`config.mk`:
```
export PLATFORM = sky130hd
export DESIGN_NAME = modulo_nucleo_batalha
export DESIGN_NICKNAME = d
export VERILOG_FILES = /design/src/rtl/nucleo_batalha_pkg.sv /design/src/rtl/modulo_nucleo_batalha_varredura.sv /design/src/rtl/modulo_nucleo_batalha.sv
export SDC_FILE = /design/constraint.sdc
export NUM_CORES = 1
export LEC_CHECK = 0
export BUFFER_PORTS_ARGS = -buffer_cell sky130_fd_sc_hd__buf_2
export CAP_MARGIN = 20
export CORE_MARGIN = 2
export CORE_UTILIZATION = 25
export CTS_CLUSTER_DIAMETER = 200
export CTS_CLUSTER_SIZE = 16
export DETAILED_ROUTE_END_ITERATION = 7
export GPL_TIMING_DRIVEN = 0
export SLEW_MARGIN = 20
export SYNTH_ARGS = -nofsm -noshare
export SYNTH_HDL_FRONTEND = slang
export SYNTH_SLANG_ARGS = --single-unit
```
`constraint.sdc`:
```
create_clock -name clk -period 4.2 [get_ports clk]
set_clock_uncertainty 0.2 [all_clocks]
set_input_delay 1.05 -clock clk [delete_from_list [all_inputs] [get_ports clk]]
set_output_delay 1.05 -clock clk [all_outputs]
set_load 0.01 [all_outputs]
```
`src/rtl/nucleo_batalha_pkg.sv`:
```
// Shared types for the naval-battle game core.
// States, shot result codes and display view codes.
package nucleo_batalha_pkg;

  typedef enum logic [1:0] {
    S_IDLE,
    S_PLAY,
    S_EVAL,
    S_OVER
  } state_t;

  localparam logic [1:0] RES_NONE   = 2'b00;
  localparam logic [1:0] RES_MISS   = 2'b01;
  localparam logic [1:0] RES_HIT    = 2'b10;
  localparam logic [1:0] RES_REPEAT = 2'b11;

  localparam logic [1:0] VIEW_BLANK   = 2'b00;
  localparam logic [1:0] VIEW_SHIPS   = 2'b01;
  localparam logic [1:0] VIEW_ATTACKS = 2'b10;
  localparam logic [1:0] VIEW_BOTH    = 2'b11;

  // Index width that never collapses to zero bits.
  function automatic int unsigned clog2_min1(input int unsigned v);
    return (v > 1) ? $clog2(v) : 1;
  endfunction

endpackage

```
`src/rtl/modulo_nucleo_batalha_varredura.sv`:
```
// Column scanner for the LED matrix.
// Prescaler plus column counter with a frame-wrap pulse.
module modulo_varredura_matriz
  import nucleo_batalha_pkg::*;
#(
  parameter int COLS     = 5,
  parameter int SCAN_DIV = 50000,
  localparam int CW = clog2_min1(COLS),
  localparam int PW = clog2_min1(SCAN_DIV)
) (
  input  logic            clk,
  input  logic            clr_n,
  output logic [CW-1:0]   col,
  output logic [COLS-1:0] m_col,
  output logic            frame_wrap
);

  logic [PW-1:0] pre;

  // Advance one column every SCAN_DIV cycles; flag the frame wrap.
  always_ff @(posedge clk or negedge clr_n) begin
    if (!clr_n) begin
      pre        <= '0;
      col        <= '0;
      frame_wrap <= 1'b0;
    end else begin
      frame_wrap <= 1'b0;
      if (pre == PW'(SCAN_DIV - 1)) begin
        pre <= '0;
        if (col == CW'(COLS - 1)) begin
          col        <= '0;
          frame_wrap <= 1'b1;
        end else begin
          col <= col + 1'b1;
        end
      end else begin
        pre <= pre + 1'b1;
      end
    end
  end

  // One-hot strobe for the active column.
  always_comb begin
    m_col = '0;
    for (int c = 0; c < COLS; c++)
      m_col[c] = (col == CW'(c));
  end

endmodule

```
`src/rtl/modulo_nucleo_batalha.sv`:
```
// Naval-battle game core: maps, cursor, shot evaluation.
// Also drives the column-scanned LED matrix.
module modulo_nucleo_batalha
  import nucleo_batalha_pkg::*;
#(
  parameter int ROWS      = 7,
  parameter int COLS      = 5,
  parameter int MAX_SHOTS = 20,
  parameter int SCAN_DIV  = 50000,
  localparam int N  = ROWS * COLS,
  localparam int RW = clog2_min1(ROWS),
  localparam int CW = clog2_min1(COLS),
  localparam int NW = clog2_min1(N + 1)
) (
  input  logic            clk,
  input  logic            clr_n,
  input  logic [N-1:0]    ship_map,
  input  logic            btn_next,
  input  logic            btn_fire,
  input  logic [1:0]      view_sel,
  output logic [RW-1:0]   cur_row,
  output logic [CW-1:0]   cur_col,
  output logic [NW-1:0]   hits,
  output logic [NW-1:0]   shots,
  output logic [1:0]      result,
  output logic            result_valid,
  output logic            game_over,
  output logic            win,
  output logic [COLS-1:0] m_col,
  output logic [ROWS-1:0] m_line
);

  state_t        state;
  logic [N-1:0]  ship_reg;
  logic [N-1:0]  attack_reg;
  logic [NW-1:0] ship_total;
  logic [NW-1:0] map_count;
  logic [N-1:0]  cur_mask;
  logic          ship_at;
  logic          att_at;
  logic          blink;
  logic          blink_on;
  logic [CW-1:0] scan_col;
  logic          frame_wrap;
  logic [ROWS-1:0] line_pix;
  logic          px;

  modulo_varredura_matriz #(
    .COLS     (COLS),
    .SCAN_DIV (SCAN_DIV)
  ) u_scan (
    .clk        (clk),
    .clr_n      (clr_n),
    .col        (scan_col),
    .m_col      (m_col),
    .frame_wrap (frame_wrap)
  );

  // Ship count of the map offered at load time.
  always_comb begin
    map_count = '0;
    for (int i = 0; i < N; i++)
      map_count = map_count + NW'(ship_map[i]);
  end

  // Cursor cell as a mask over the row-major map.
  always_comb begin
    cur_mask = '0;
    for (int r = 0; r < ROWS; r++)
      for (int c = 0; c < COLS; c++)
        cur_mask[r*COLS+c] = (cur_row == RW'(r)) &&
                             (cur_col == CW'(c));
  end

  assign ship_at = |(ship_reg & cur_mask);
  assign att_at  = |(attack_reg & cur_mask);

  // Game FSM with all outputs registered.
  always_ff @(posedge clk or negedge clr_n) begin
    if (!clr_n) begin
      state        <= S_IDLE;
      ship_reg     <= '0;
      attack_reg   <= '0;
      ship_total   <= '0;
      cur_row      <= '0;
      cur_col      <= '0;
      hits         <= '0;
      shots        <= '0;
      result       <= RES_NONE;
      result_valid <= 1'b0;
      game_over    <= 1'b0;
      win          <= 1'b0;
    end else begin
      result_valid <= 1'b0;
      unique case (state)
        S_IDLE: begin
          if (btn_fire) begin
            ship_reg   <= ship_map;
            ship_total <= map_count;
            if (map_count != '0)
              state <= S_PLAY;
          end
        end
        S_PLAY: begin
          if (btn_fire) begin
            // Shot is scored here so it is visible during S_EVAL.
            state        <= S_EVAL;
            result_valid <= 1'b1;
            if (att_at) begin
              result <= RES_REPEAT;
            end else begin
              attack_reg <= attack_reg | cur_mask;
              shots      <= shots + 1'b1;
              if (ship_at) begin
                hits   <= hits + 1'b1;
                result <= RES_HIT;
              end else begin
                result <= RES_MISS;
              end
            end
          end else if (btn_next) begin
            if (cur_row == RW'(ROWS - 1)) begin
              cur_row <= '0;
              if (cur_col == CW'(COLS - 1))
                cur_col <= '0;
              else
                cur_col <= cur_col + 1'b1;
            end else begin
              cur_row <= cur_row + 1'b1;
            end
          end
        end
        S_EVAL: begin
          if (hits == ship_total) begin
            state     <= S_OVER;
            game_over <= 1'b1;
            win       <= 1'b1;
          end else if (shots == NW'(MAX_SHOTS)) begin
            state     <= S_OVER;
            game_over <= 1'b1;
          end else begin
            state <= S_PLAY;
          end
        end
        S_OVER: begin
          if (btn_fire) begin
            state      <= S_IDLE;
            attack_reg <= '0;
            hits       <= '0;
            shots      <= '0;
            result     <= RES_NONE;
            win        <= 1'b0;
            game_over  <= 1'b0;
            cur_row    <= '0;
            cur_col    <= '0;
          end
        end
        default: state <= S_IDLE;
      endcase
    end
  end

  // Cursor blink phase flips once per scan frame.
  always_ff @(posedge clk or negedge clr_n) begin
    if (!clr_n)
      blink <= 1'b0;
    else if (frame_wrap)
      blink <= ~blink;
  end

  assign blink_on = (state == S_PLAY) && view_sel[1] && blink;

  // Pixels of the strobed column, lines driven active-low.
  always_comb begin
    line_pix = '0;
    px       = 1'b0;
    for (int r = 0; r < ROWS; r++) begin
      for (int c = 0; c < COLS; c++) begin
        if (scan_col == CW'(c)) begin
          px = (view_sel[0] & ship_reg[r*COLS+c]) |
               (view_sel[1] & attack_reg[r*COLS+c]);
          px = px ^ (blink_on & cur_mask[r*COLS+c]);
          line_pix[r] = px;
        end
      end
    end
  end

  assign m_line = ~line_pix;

endmodule

```
==> flow_metrics.env, run 1 <==
export IMPL_io_buffers=72
export IMPL_nets=1103
export IMPL_synth_area_um2=8064
export IMPL_cts_tree="done"
export IMPL_crit_type="in -> reg"
export IMPL_rsz0062_at_grt="yes"
export IMPL_clkTransAtPathRegs_ns=0.06
export IMPL_synth_area_top_cells="dfrtp_1 (38%), fa_1 (6.5%), nand2_1 (5.2%), xnor2_1 (5.0%), a22oi_1 (3.8%)"
export IMPL_synth_compound_area_share=0.1640
export IMPL_place_gp_congestion=0.9877
export IMPL_synth_mux_area_frac=0.02203
export IMPL_grt_pass1_wl_um=44000
export IMPL_cp_start_kind="input pin"
export IMPL_synth_yosys_seq_area_share=0.3786
export IMPL_synthSimpleGateAreaFrac=0.2003
export IMPL_vias=7408
export IMPL_combPwrFrac=0.549
export IMPL_setup_ws_ns=-1.349
export IMPL_insertion_delay_ns=0.42
export IMPL_netSwitchingFraction=0.4479
export IMPL_violations="negative setup slack"
export IMPL_cp_endpoint="state[1]"
export IMPL_syn_nets=996
export IMPL_cts_buffers_inserted=17
export IMPL_p_switching_uw=3317
export IMPL_arrival_ns=5.65
export IMPL_ios=76
export IMPL_yosysTopAreaCellShare=0.3786
export IMPL_cts_root_buf="clkbuf_16"
export IMPL_p_leak_uw=0.004466
export IMPL_reg2reg_to="hits[0]"
export IMPL_finalMaxSlewViolations=0
export IMPL_relSlewSlack=0.5279
export IMPL_cts_htree_levels=4
export IMPL_reg2reg_slack_ns=0.35
export IMPL_antenna_cells=0
export IMPL_wl_per_cell_um=20.28
export IMPL_final_util=0.3213
export IMPL_synth_ff_latch_count=122
export IMPL_antenna_found_initial=0
export IMPL_dp_hpwl_um=21930
export IMPL_drive_gt1_frac=0.2201
export IMPL_area_growth_syn_to_layout_pct=26.07
export IMPL_yosysTopAreaCell="dfrtp_1"
export IMPL_tightestPinTransition_ns=0.7081
export IMPL_die_area_um2=33710
export IMPL_min_period_over_period=1.321
export IMPL_max_vdd_ir_drop_mv=0.8662
export IMPL_drt_wl_total_um=28990
export IMPL_finalSetupViolations=8
export IMPL_clkPwrFrac=0.198
export IMPL_core_area_um2=31640
export IMPL_synth_fa_ha_area_frac=0.09868
export IMPL_cp_end_kind="flip-flop"
export IMPL_whs_ns=0.2410
export IMPL_p_int_uw=4089
export IMPL_cp_required_ns=4.30
export IMPL_pwr_share_seq=0.252
export IMPL_globalRouteTotalUtil=0.1729
export IMPL_r2r_cells=14
export IMPL_start_util=0.2549
export IMPL_grt_max_degree=63
export IMPL_fp_dieH_um=183.6
export IMPL_drt_pass1_iterations=5
export IMPL_grt_pass1_vias=7169
export IMPL_fmax_mhz=180.2
export IMPL_synth_cells=907
export IMPL_drc=0
export IMPL_rows=65
export IMPL_min_period_ns=5.549
export IMPL_cp_max_fo=2
export IMPL_p_total_uw=7406
export IMPL_clockBufferDepth=2
export IMPL_maxCapViolations=0
export IMPL_holdCritPathClass="reg -> reg"
export IMPL_synth_cell_types=70
export IMPL_crit_reg2reg_launch="cur_col[2]"
export IMPL_power_density_nw_per_um2=728.6
export IMPL_drt_vias_per_instance=5.184
export IMPL_synth_xor_area_frac=0.06843
export IMPL_async_flop_share=1.000
export IMPL_dp_slack_ns=-1.837
export IMPL_cts_sinks=122
export IMPL_cp_startpoint="ship_map[21]"
export IMPL_drtAntennaViolNets=0
export IMPL_cts_hold_buf=0
export IMPL_synth_edff_count=0
export IMPL_synth_top_family_by_area="simple AND/OR/NAND/NOR gates"
export IMPL_drtIter0Drc=582
export IMPL_hold_violations=0
export IMPL_yosysWarnings=0
export IMPL_syn_mean_instance_area_um2=8.891
export IMPL_synthFlopType="dfrtp_1"
export IMPL_status="finished, violations left"
export IMPL_overflow=0
export IMPL_die_w_um=183.6
[cell usage in the layout (no fill, tap or decap), types with 6 or more instances in the layout]
master     instances
dfrtp_1          119
nand2_1          108
nor2_1            79
buf_2             75
inv_1             62
o21ai_0           42
a22oi_1           41
xnor2_1           39
a31oi_1           34
nand3_1           33
buf_4             21
fa_1              21
clkbuf_1          20
xor2_1            17
clkbuf_16         17
ha_1              15
o21ai_1           14
mux2i_1           14
a21oi_1           13
nand3b_1          13
nor3_1            12
nand2b_1          11
inv_2              9
buf_6              9
and3_1             8
nor2b_1            7
and2_1             7
clkbuf_2           7
xnor2_2            7
o221ai_1           6
nor4_1             6
o31ai_1            6
ha_4               6
[power groups by stage]
stage	combinational [µW]	clock [µW]	sequential [µW]
floorplan	2270	0	1700
global placement	3090	0	1860
detailed placement	3110	0	1860
CTS	3610	1510	1840
global route	4420	1560	1890
finish	4070	1470	1870
[what timing repair did]
item | CTS | global route
buffers inserted | 7 | 12
cloned | 0 | 0
pin swaps | 12 | 16
gates resized for setup | 73 | 61
endpoints found under the setup margin | 50 | 52
[synth_stat cells (all sizes together), types with 9 or more instances]
| master | n |
|---|---|
| a21oi | 15 |
| a22oi | 41 |
| a31oi | 35 |
| buf | 19 |
| clkbuf | 39 |
| dfrtp | 122 |
| fa | 26 |
| ha | 22 |
| inv | 72 |
| mux2i | 14 |
| nand2 | 111 |
| nand2b | 11 |
| nand3 | 33 |
| nand3b | 13 |
| nor2 | 80 |
| nor2b | 9 |
| nor3 | 15 |
| o21ai | 56 |
| xnor2 | 46 |
| xor2 | 17 |
[per-layer routing]
metal,global-route usage,up-vias,part of all wire
met5,0,-,0
met4,0.06848,0,0.031
met3,0.03605,65,0.075
met2,0.2616,332,0.45
met1,0.2408,3650,0.44
li1,-,3361,-
[per-stage QoR]
| step | TNS [ns] | cell area (µm²) | std cells |
|---|---|---|---|
| floorplan | -8.587 | 8104 | 907 |
| finish | -8.167 | 10170 | 1429 |
| CTS | -7.569 | 9892 | 1418 |
| detailed placement | -22.87 | 9010 | 1382 |
| global route | -9.081 | 10170 | 1429 |
| global placement | -24.35 | 8967 | 1381 |
[cell families (layout without fill, tap and decap cells)]
logic type	count (synthesis)	in the layout
AOI/OAI and AO/OA	198	198
xor gates and xnor gates	63	63
DFF	122	122
muxes	17	17
adders and majority gates	48	48
buffers and inverters	131	251
and+or+nand+nor	328	328
[critical path, cell delays in order]
cell and delay [ns]:
buf_8 0.10, fa_1 0.55, inv_2 0.04, fa_2 0.53, fa_2 0.46, fa_1 0.54
fa_1 0.44, fa_1 0.49, inv_1 0.05, fa_2 0.37, buf_6 0.14, nor3_4 0.19
a31oi_2 0.08, o41ai_4 0.26, nand2_1 0.12, o22ai_1 0.16, nand2_1 0.07
[layout make-up]
type / instances / area [µm²]
Timing Repair Buffer: 91 / 565.5
Tap cell: 402 / 503.0
Clock buffer: 17 / 425.4
Fill cell: 3286 / 21470
Clock inverter: 15 / 156.4
Buffer: 55 / 366.6
Multi-Input combinational cell: 654 / 4811
Sequential cell: 122 / 3057
Inverter: 73 / 281.5
[worst min-delay path by stage]
stage                           start    end  slack [ns]  depth (start not counted)
floorplan           u_scan.frame_wrap  blink        0.22                          1
global placement    u_scan.frame_wrap  blink        0.23                          1
detailed placement  u_scan.frame_wrap  blink        0.23                          1
CTS                 u_scan.frame_wrap  blink        0.25                          1
global route        u_scan.frame_wrap  blink        0.26                          1
finish              u_scan.frame_wrap  blink        0.24                          1
(Power assumes the default switching activity.)
==> run 2: changes to the inputs <==
- SYNTH_HIERARCHICAL: not set -> 1
==> flow_metrics.env, run 2 <==
export IMPL_status="finished, violations left"
export IMPL_violations="negative setup slack"
export IMPL_synthFlopType="dfrtp_1"
export IMPL_core_area_um2=31720
export IMPL_yosysTopAreaCell="dfrtp_1"
export IMPL_antenna_cells=0
export IMPL_ios=76
export IMPL_cts_hold_buf=0
export IMPL_seq_area_um2=3057
export IMPL_fp_dieH_um=184.1
export IMPL_drtIter0Drc=760
export IMPL_overflow=0
export IMPL_syn_nets=1006
export IMPL_fmax_mhz=174.5
export IMPL_cp_end_kind="flip-flop"
export IMPL_cts_buffers_inserted=17
export IMPL_rows=65
export IMPL_antenna_found_initial=0
export IMPL_synth_common_cells="dfrtp_1 (122), nand2_1 (101), nor2_1 (88)"
export IMPL_area_growth_syn_to_layout_pct=23.72
export IMPL_cp_start_kind="input pin"
export IMPL_rsz0062_at_grt="yes"
export IMPL_tightestPinTransition_ns=0.9647
export IMPL_hold_violations=0
export IMPL_critPathSlowestCell="fa_1"
export IMPL_drt_vias_per_instance=5.257
export IMPL_max_vdd_ir_drop_mv=0.4630
export IMPL_multi_input_area_um2=4608
export IMPL_finalMaxSlewViolations=0
export IMPL_finalInstanceArea_um2=10030
export IMPL_min_period_ns=5.730
export IMPL_syn_mean_instance_area_um2=8.850
export IMPL_min_period_over_period=1.364
export IMPL_clockBufferDepth=2
export IMPL_synth_area_um2=8107
export IMPL_dp_hpwl_um=22240
export IMPL_start_util=0.2556
export IMPL_io_buffers=73
export IMPL_dp_slack_ns=-2.017
export IMPL_insertion_delay_ns=0.43
export IMPL_synth_ff_latch_count=122
export IMPL_finalSetupViolations=8
export IMPL_drc=0
export IMPL_wl_per_cell_um=20.46
export IMPL_crit_chain="buf_6, fa_1, inv_2, fa_2, fa_1, fa_1, fa_1, fa_1, fa_2, fa_2, inv_2, a21o_1, a21oi_2, xnor2_1, o211ai_1, a21oi_2, a21oi_2"
export IMPL_drt_pass1_iterations=6
export IMPL_relSlewSlack=0.3478
export IMPL_vias=7539
export IMPL_p_leak_uw=0.004554
export IMPL_setup_ws_ns=-1.530
export IMPL_arrival_ns=5.84
export IMPL_async_flop_share=1.000
export IMPL_die_w_um=184.1
export IMPL_grt_max_degree=63
export IMPL_yosysTopAreaCellShare=0.3766
export IMPL_synth_edff_count=0
export IMPL_cp_startpoint="ship_map[21]"
export IMPL_cts_tree="done"
export IMPL_synth_cell_types=72
export IMPL_mostFrequentLayoutCell="dfrtp_1"
export IMPL_globalRouteTotalUtil=0.1768
export IMPL_cpPeakStageDelay_ns=0.55
export IMPL_fillers=3367
export IMPL_grt_pass1_vias=7264
export IMPL_mostFrequentLayoutCells="dfrtp_1 (119), nand2_1 (99), nor2_1 (80)"
export IMPL_cts_htree_levels=4
export IMPL_cp_common_cell="fa_1"
export IMPL_p_total_uw=7593
export IMPL_whs_ns=0.2417
export IMPL_drtAntennaViolNets=0
export IMPL_place_area_um2=9029
export IMPL_synth_yosys_seq_area_share=0.3766
export IMPL_clkTransAtPathRegs_ns=0.06
export IMPL_holdCritPathClass="reg -> reg"
export IMPL_worstHoldStart="u_scan/frame_wrap"
export IMPL_nets=1109
export IMPL_place_gp_congestion=0.9920
export IMPL_synth_area_top_cells="dfrtp_1 (38%), fa_1 (6.7%), nand2_1 (4.7%), nor2_1 (4.1%), a22oi_1 (3.8%)"
export IMPL_cp_max_fo=2
export IMPL_drt_wl_total_um=29340
export IMPL_crit_reg2reg_launch="cur_row[2]"
export IMPL_cts_root_buf="clkbuf_16"
export IMPL_grt_pass1_wl_um=44370
export IMPL_die_area_um2=33880
export IMPL_yosysWarnings=6
export IMPL_synth_cells=916
export IMPL_crit_type="in -> reg"
export IMPL_cp_required_ns=4.31
export IMPL_maxCapViolations=0
export IMPL_synth_most_common_cell="dfrtp_1"
export IMPL_worst_path_buf_inv=3
export IMPL_cts_sinks=122
export IMPL_power_density_nw_per_um2=757.1
export IMPL_drive_gt1_frac=0.2016
export IMPL_cp_top_family="adder cells"
## run 2: cell types whose count changed in the layout (fill, tap and decap cells not counted), sizes merged, moves of 6 or more
cell    previous run  this run
a21oi             15        26
and3               8        14
buf              111       105
clkbuf            52        58
mux2i             14         7
nand2            111       101
nand2b            11         4
nand3             33        20
nor2              80        88
xnor2             46        25
xor2              17        26
## run 2: metrics by stage
stage	util	cells	setup TNS, ns
2_1_floorplan	-	916	-9.491
3_3_place_gp	0.2835	1391	-15.77
3_5_place_dp	0.2847	1392	-15.80
4_1_cts	0.3114	1431	-8.842
5_1_grt	0.3162	1434	-10.10
6_report	0.3162	1434	-8.933
## run 2: routing by layer
| metal | GRT usage | share of wire |
|---|---|---|
| met5 | 0 | 0 |
| met4 | 0.08576 | 0.038 |
| met3 | 0.03586 | 0.072 |
| met2 | 0.2709 | 0.45 |
| met1 | 0.2378 | 0.44 |
## run 2: power breakdown
part,switching (µW),leakage (µW),internal [µW]
registers,450,0.00159,1540
clock network,579,0.000320,1070
logic,2380,0.00264,1580
total,3400,0.00455,4190
## run 2: final cells by class
| cell class | count | share of cell area |
|---|---|---|
| tap | 402 | 0.05015 |
| clock buffer | 18 | 0.04379 |
| timing repair buffer | 88 | 0.05190 |
| multi-input combinational | 650 | 0.4595 |
| inverter | 83 | 0.03231 |
| sequential | 122 | 0.3048 |
| clock inverter | 14 | 0.02196 |
| buffer | 57 | 0.03568 |
## run 2: repair_timing
action                     4_1_cts  5_1_grt
resized for setup               51       43
setup endpoints to repair       17       15
pin swaps                        8       13
setup buffers                    9        6
## run 2: path summary, 6_finish.rpt
kind,depth (start not counted),slack [ns],end
max,17,-1.53,state[0]
max reg2reg,11,0.51,attack_reg[33]
min,1,0.24,blink
max in group asynchronous,2,2.76,ship_total[3]
min in group asynchronous,1,0.37,u_scan/pre[6]
min reg2reg,1,0.24,blink
## run 2: kinds of logic after synthesis
logic type,after synthesis,share of synthesized area
AOI/OAI and AO/OA,223,0.1860
xor gates and xnor gates,51,0.05510
adders and majority gates,49,0.1006
buffers and inverters,144,0.07100
DFF,122,0.3766
muxes,16,0.02531
and+or+nand+nor,311,0.1854
